## config.mk

```make
export PLATFORM = sky130hd
export DESIGN_NAME = updn_sweep_ctrl_flat
export DESIGN_NICKNAME = d
export VERILOG_FILES = /design/src/rtl/updn_sweep_ctrl_if.sv /design/src/rtl/updn_sweep_ctrl.sv /design/src/flat_wrapper.sv
export SDC_FILE = /design/constraint.sdc
export NUM_CORES = 1
export LEC_CHECK = 0
export CAP_MARGIN = 20
export CORE_AREA = 2 2 102 94
export CTS_CLUSTER_SIZE = 30
export DETAILED_ROUTE_END_ITERATION = 10
export DIE_AREA = 0 0 104 96
export GPL_TIMING_DRIVEN = 0
export PLACE_DENSITY = 0.71
export SYNTH_ARGS = -nofsm -noshare
export SYNTH_HDL_FRONTEND = slang
export SYNTH_SLANG_ARGS = --single-unit
```

## constraint.sdc

```tcl
create_clock -name clk -period 3.8 [get_ports clk]
set_clock_uncertainty 0.1 [all_clocks]
set_input_delay 0.76 -clock clk [delete_from_list [all_inputs] [get_ports clk]]
set_output_delay 0.76 -clock clk [all_outputs]
set_load 0.005 [all_outputs]
```

## src/rtl/updn_sweep_ctrl_if.sv

```systemverilog
`default_nettype none
// ============================================================================
// Module  : updn_sweep_ctrl_if
// Brief   : Host and counter-side signal bundle for updn_sweep_ctrl.
// Revision: 1.0
// ============================================================================
interface updn_sweep_ctrl_if;
    logic        start;
    logic [15:0] lo_lim;
    logic [15:0] hi_lim;
    logic [7:0]  num_sweeps;
    logic        hold;
    logic [15:0] cnt_val;
    logic        ld_cnt;
    logic        updn_cnt;
    logic        count_enb;
    logic [15:0] cnt_load_val;
    logic        busy;
    logic        done;
    logic        err;
    logic [7:0]  sweep_cnt;
`ifdef SWEEP_ABORT_EN
    logic        abort;
    logic        aborted;
`endif

    modport master (
        output start, lo_lim, hi_lim, num_sweeps, hold, cnt_val,
        input  ld_cnt, updn_cnt, count_enb, cnt_load_val,
        input  busy, done, err, sweep_cnt
`ifdef SWEEP_ABORT_EN
        , output abort
        , input  aborted
`endif
    );

    modport slave (
        input  start, lo_lim, hi_lim, num_sweeps, hold, cnt_val,
        output ld_cnt, updn_cnt, count_enb, cnt_load_val,
        output busy, done, err, sweep_cnt
`ifdef SWEEP_ABORT_EN
        , input  abort
        , output aborted
`endif
    );
endinterface
`default_nettype wire

```

## src/rtl/updn_sweep_ctrl.sv

```systemverilog
`default_nettype none
// ============================================================================
// Module  : updn_sweep_ctrl
// Brief   : Triangle-sweep sequencer for a 16-bit up/down counter.
//           Optional abort input/pulse enabled by macro SWEEP_ABORT_EN.
// Revision: 1.0
// ============================================================================
module updn_sweep_ctrl (
    input  logic              clk,
    input  logic              rst_,
    updn_sweep_ctrl_if.slave  bus
);
    typedef enum logic [2:0] {
        S_IDLE = 3'd0,
        S_LOAD = 3'd1,
        S_UP   = 3'd2,
        S_DOWN = 3'd3,
        S_DONE = 3'd4
    } state_t;

    state_t      r_state;
    state_t      w_next;
    logic [15:0] r_lo;
    logic [15:0] r_hi;
    logic [7:0]  r_num;
    logic [7:0]  r_sweep;
    logic        r_done;
    logic        r_err;
    logic        w_ld_cnt;
    logic        w_updn;
    logic        w_enb;
    logic        w_accept;
    logic        w_err;
    logic        w_sweep_inc;
    logic        w_in_range;
    logic [8:0]  w_sweep_next;
`ifdef SWEEP_ABORT_EN
    logic        r_aborted;
    logic        w_abort;
`endif

    assign w_in_range   = (bus.cnt_val >= r_lo) && (bus.cnt_val <= r_hi);
    assign w_sweep_next = {1'b0, r_sweep} + 9'd1;

    always_comb begin
        w_next      = r_state;
        w_ld_cnt    = 1'b1;
        w_updn      = 1'b1;
        w_enb       = 1'b0;
        w_accept    = 1'b0;
        w_err       = 1'b0;
        w_sweep_inc = 1'b0;
`ifdef SWEEP_ABORT_EN
        w_abort     = 1'b0;
`endif
        case (r_state)
            S_IDLE: begin
                if (bus.start) begin
                    if ((bus.lo_lim < bus.hi_lim) && (bus.num_sweeps != 8'd0)) begin
                        w_accept = 1'b1;
                        w_next   = S_LOAD;
                    end else begin
                        w_err = 1'b1;
                    end
                end
            end
            S_LOAD: begin
                w_ld_cnt = 1'b0;
                w_next   = S_UP;
            end
            S_UP: begin
                w_enb = 1'b1;
                if (bus.hold) begin
                    w_enb = 1'b0;
                end else if (!w_in_range) begin
                    w_enb  = 1'b0;
                    w_err  = 1'b1;
                    w_next = S_IDLE;
                end else if (bus.cnt_val == r_hi) begin
                    // Reverse in the same cycle so the counter never passes hi.
                    w_updn = 1'b0;
                    w_next = S_DOWN;
                end
            end
            S_DOWN: begin
                w_enb  = 1'b1;
                w_updn = 1'b0;
                if (bus.hold) begin
                    w_enb = 1'b0;
                end else if (!w_in_range) begin
                    w_enb  = 1'b0;
                    w_err  = 1'b1;
                    w_next = S_IDLE;
                end else if (bus.cnt_val == r_lo) begin
                    w_sweep_inc = 1'b1;
                    if (w_sweep_next < {1'b0, r_num}) begin
                        w_updn = 1'b1;
                        w_next = S_UP;
                    end else begin
                        w_enb  = 1'b0;
                        w_next = S_DONE;
                    end
                end
            end
            S_DONE: begin
                w_next = S_IDLE;
            end
            default: begin
                w_next = S_IDLE;
            end
        endcase
`ifdef SWEEP_ABORT_EN
        // Abort overrides hold, turnarounds and range errors.
        if (bus.abort && ((r_state == S_LOAD) || (r_state == S_UP) || (r_state == S_DOWN))) begin
            w_enb       = 1'b0;
            w_ld_cnt    = 1'b1;
            w_err       = 1'b0;
            w_sweep_inc = 1'b0;
            w_abort     = 1'b1;
            w_next      = S_IDLE;
        end
`endif
    end

    always_ff @(posedge clk) begin
        if (!rst_) begin
            r_state <= S_IDLE;
            r_lo    <= 16'd0;
            r_hi    <= 16'd0;
            r_num   <= 8'd0;
            r_sweep <= 8'd0;
            r_done  <= 1'b0;
            r_err   <= 1'b0;
        end else begin
            r_state <= w_next;
            r_done  <= (w_next == S_DONE);
            r_err   <= w_err;
            if (w_accept) begin
                r_lo    <= bus.lo_lim;
                r_hi    <= bus.hi_lim;
                r_num   <= bus.num_sweeps;
                r_sweep <= 8'd0;
            end else if (w_sweep_inc) begin
                r_sweep <= r_sweep + 8'd1;
            end
        end
    end

`ifdef SWEEP_ABORT_EN
    always_ff @(posedge clk) begin
        if (!rst_) begin
            r_aborted <= 1'b0;
        end else begin
            r_aborted <= w_abort;
        end
    end

    assign bus.aborted = r_aborted;
`endif

    assign bus.ld_cnt       = w_ld_cnt;
    assign bus.updn_cnt     = w_updn;
    assign bus.count_enb    = w_enb;
    assign bus.cnt_load_val = r_lo;
    assign bus.busy         = (r_state == S_LOAD) || (r_state == S_UP) || (r_state == S_DOWN);
    assign bus.done         = r_done;
    assign bus.err          = r_err;
    assign bus.sweep_cnt    = r_sweep;
endmodule
`default_nettype wire

```

## src/flat_wrapper.sv

```systemverilog
// flat-port wrapper written by rule: the top's interface ports become plain ports
module updn_sweep_ctrl_flat 
  (clk, rst_, bus_start, bus_lo_lim, bus_hi_lim, bus_num_sweeps, bus_hold, bus_cnt_val, bus_ld_cnt, bus_updn_cnt, bus_count_enb, bus_cnt_load_val, bus_busy, bus_done, bus_err, bus_sweep_cnt);
  updn_sweep_ctrl_if bus_i ();
  input  logic clk;
  input  logic rst_;
  input wire logic [$bits(bus_i.start)-1:0] bus_start;
  input wire logic [$bits(bus_i.lo_lim)-1:0] bus_lo_lim;
  input wire logic [$bits(bus_i.hi_lim)-1:0] bus_hi_lim;
  input wire logic [$bits(bus_i.num_sweeps)-1:0] bus_num_sweeps;
  input wire logic [$bits(bus_i.hold)-1:0] bus_hold;
  input wire logic [$bits(bus_i.cnt_val)-1:0] bus_cnt_val;
  output wire logic [$bits(bus_i.ld_cnt)-1:0] bus_ld_cnt;
  output wire logic [$bits(bus_i.updn_cnt)-1:0] bus_updn_cnt;
  output wire logic [$bits(bus_i.count_enb)-1:0] bus_count_enb;
  output wire logic [$bits(bus_i.cnt_load_val)-1:0] bus_cnt_load_val;
  output wire logic [$bits(bus_i.busy)-1:0] bus_busy;
  output wire logic [$bits(bus_i.done)-1:0] bus_done;
  output wire logic [$bits(bus_i.err)-1:0] bus_err;
  output wire logic [$bits(bus_i.sweep_cnt)-1:0] bus_sweep_cnt;
  assign bus_i.start = bus_start;
  assign bus_i.lo_lim = bus_lo_lim;
  assign bus_i.hi_lim = bus_hi_lim;
  assign bus_i.num_sweeps = bus_num_sweeps;
  assign bus_i.hold = bus_hold;
  assign bus_i.cnt_val = bus_cnt_val;
  assign bus_ld_cnt = bus_i.ld_cnt;
  assign bus_updn_cnt = bus_i.updn_cnt;
  assign bus_count_enb = bus_i.count_enb;
  assign bus_cnt_load_val = bus_i.cnt_load_val;
  assign bus_busy = bus_i.busy;
  assign bus_done = bus_i.done;
  assign bus_err = bus_i.err;
  assign bus_sweep_cnt = bus_i.sweep_cnt;
  updn_sweep_ctrl u_core (.clk(clk), .rst_(rst_), .bus(bus_i));
endmodule
```

==> results.json <==
{
  "outcome": "finished, violations left",
  "violations": "setup timing",
  "layout_min_cycle_time_ns": 3.834,
  "die_x_um": 104,
  "io_pins": 90,
  "synth-main-ff-cell": "dfxtp_1",
  "worstPathRequired_ns": 2.94,
  "mostFrequentLayoutCell": "clkdlybuf4s50_1",
  "drt_first_pass_iters": 5,
  "p_per_area_nw_per_um2": 277.9,
  "wire_per_inst_um": 15.48,
  "min_path_cells": 2,
  "drt_iter0_drc": 176,
  "setup_slack_ns": -0.03439,
  "grt_usage": 0.1959,
  "vias": 3423,
  "crit_family": "compound AO/OA/AOI/OAI gates",
  "port-buffer-count": 89,
  "layout_common_cells": "clkdlybuf4s50_1, nor2_1, inv_1",
  "ir_drop_uv": 151.9,
  "grt_pass1_vias": 3374,
  "holdWs_ns": 0.3930,
  "drc_errors": 0,
  "syn_nets": 539,
  "reg2regPathDepth": 11,
  "grt_max_degree": 17,
  "hp-start": "u_core.r_hi[9]",
  "cts_hold_buf": 0,
  "hp-class": "flip-flop to flip-flop",
  "ant_nets": 0,
  "hold_viol": 0,
  "drv_cap": 0,
  "clock_path_buffers": 2,
  "synth_warnings": 0,
  "async_flop_share": 0,
  "holdPathEnd": "u_core.r_hi[9]",
  "synth-seq-cells": 53,
  "max_freq_mhz": 260.8,
  "cp_max_fo": 2,
  "ys_seq_area_frac": 0.3049,
  "cts_tree": "done",
  "antenna_found_initial": 0,
  "dpl.hpwl_um": 7573,
  "rrSetupSlack_ns": 1.03,
  "path_buf_inv": 2,
  "rsz0062_at_grt": "yes",
  "core_area_sq_um": 8919,
  "clock-root-buffer": "clkbuf_8",
  "critical_path.max_stage_delay_ns": 0.50,
  "r2r-start": "u_core.r_hi[15]",
  "avgSynthCellArea_sq_um": 8.207,
  "numClockSinks": 53,
  "fin_util": 0.5672,
  "syn_to_final_growth_pct": 45.38,
  "fillCellCount": 844,
  "worst_slew_pin_slew_ns": 0.5771,
  "maxSlewViolCount": 0,
  "crit_arrival_ns": 2.97,
  "crit_path_start_kind": "primary input",
  "numCtsBuffers": 5,
  "worst-setup-path-type": "primary input to primary output",
  "vias_per_cell": 5.186,
  "insertion_delay_ns": 0.32,
  "routed_wl_um": 10220,
  "num_rows": 33,
  "ctsHtreeMaxLevel": 2,
  "crit_path_cell_trace": "buf_8, ha_4, a21o_1, a221oi_4, o211ai_1, a211o_1, and3_4, or4b_4, o21ai_4, buf_2",
  "finalCritPeriodShare": 1.009,
  "yosysUniqueCellTypes": 48,
  "setup_viol": 1,
  "die-area_sq_um": 9984,
  "synth_enable_flop_cells": 0,
  "syn-cell-area_sq_um": 3480,
  "crit_slowest_cell": "or4b_4",
  "grt_first_pass_wirelength_um": 15640,
  "r2r-end": "u_core.bus.sweep_cnt[0]",
  "syn_inst": 424,
  "gp_congestion": 0.8519,
  "gr-total-overflow": 0,
  "start_util": 0.3902,
  "fin_nets": 652,
  "chipHeight_um": 96,
  "path_depth": 10,
  "insertedDiodeCount": 0,
  "leakage_uw": 0.002168,
  "post-place-ws_ns": -0.9650,
  "drive_gt1_frac": 0.1394,
  "clk_transition_reported_paths_ns": 0.09,
  "max_slew_margin": 0.6153,
  "end_kind": "primary output"
}
routing by layer:
layer | global-route usage | wire length [um]
met1 | 0.2297 | 4325
met3 | 0.03453 | 555
met5 | 0 | 0
met2 | 0.3662 | 5080
met4 | 0.06532 | 258
synth_stat cells, drive strengths merged (4+ instances only):
library cell / instances / share of area
nor2: 65 / 0.070
inv: 58 / 0.063
ha: 55 / 0.20
dfxtp: 53 / 0.30
a21oi: 38 / 0.055
mux2i: 25 / 0.072
o21ai: 18 / 0.026
nand2: 16 / 0.017
nand3: 9 / 0.013
nand4: 9 / 0.016
o211ai: 7 / 0.017
buf: 6 / 0.013
clkbuf: 6 / 0.0065
a21o: 5 / 0.011
a211oi: 4 / 0.0086
nor2b: 4 / 0.0072
nor4: 4 / 0.0090
or3: 4 / 0.0072
xor2: 4 / 0.010
registers in the layout, summed over array words and instances, names as in the netlist:
signal                   cells
u_core.r_state               3
u_core.bus.sweep_cnt         8
u_core.bus.err               1
u_core.bus.done              1
u_core.r_hi                 16
u_core.bus.cnt_load_val     16
u_core.r_num                 8
layout make-up:
type | instances | area [sq um] | share of cell area
multi-input cells | 300 | 2422 | 0.4789
inverters | 59 | 221.5 | 0.04378
clock inverters | 3 | 17.52 | 0.003463
clock buffers | 5 | 68.82 | 0.01360
flip-flops and latches | 53 | 1072 | 0.2120
repair buffers | 106 | 1036 | 0.2048
well taps | 122 | 152.6 | 0.03018
plain buffers | 12 | 67.56 | 0.01336
worst register-to-register path, delay by kind of cell, from the launching register on:
| kind | cells | cell delay (ns) |
|---|---|---|
| and+or+nand+nor | 4 | 0.62 |
| AOI/OAI and AO/OA | 2 | 0.63 |
| adders and majority gates | 1 | 0.27 |
| buffers and inverters | 3 | 0.51 |
| xor gates and xnor gates | 1 | 0.19 |
| DFF | 1 | 0.35 |
logic make-up (layout without fill, tap and decap cells):
| logic type | Yosys count | in the layout | synth area share |
|---|---|---|---|
| simple gates | 126 | 126 | 0.1694 |
| compound gates | 87 | 87 | 0.1553 |
| buf+inv | 71 | 185 | 0.08306 |
| fa+ha+maj | 55 | 55 | 0.1978 |
| flops | 53 | 53 | 0.3049 |
| mux | 25 | 25 | 0.07192 |
| xor+xnor | 7 | 7 | 0.01762 |
worst max-delay path by stage:
stage,start,endpoint,slack (ns)
2_1_floorplan,bus_cnt_val[3],bus_updn_cnt,0.36
3_3_place_gp,bus_cnt_val[3],bus_updn_cnt,-0.88
3_5_place_dp,bus_cnt_val[15],bus_updn_cnt,-0.96
4_1_cts,bus_cnt_val[2],bus_updn_cnt,-0.02
5_1_grt,bus_cnt_val[2],bus_updn_cnt,-0.11
6_report,bus_cnt_val[2],bus_updn_cnt,-0.03
repair_timing:
item                                    4_1_cts  5_1_grt
endpoints found under the hold margin         0        0
endpoints found under the setup margin        2        2
buffers inserted                             11        6
pin swaps                                    26       20
resized for setup                            63       34
where the power goes:
| part | switching (uW) | total (uW) | leakage, uW | internal, uW |
|---|---|---|---|---|
| clock network | 205 | 333 | 0.0000439 | 128 |
| registers | 22.0 | 611 | 0.000435 | 589 |
| logic | 227 | 462 | 0.00169 | 235 |
per-stage QoR:
stage | instance area (sq um) | std cells | power (uW) | setup TNS [ns]
CTS | 4830 | 654 | 1376 | -0.02059
detailed placement | 4523 | 635 | 1024 | -1.666
global placement | 4523 | 635 | 1008 | -1.534
global route | 5059 | 660 | 1481 | -0.1073
finish | 5059 | 660 | 1406 | -0.03439
floorplan | 3480 | 424 | 849.7 | 0
Note: power is estimated with default switching activity, not from simulation.
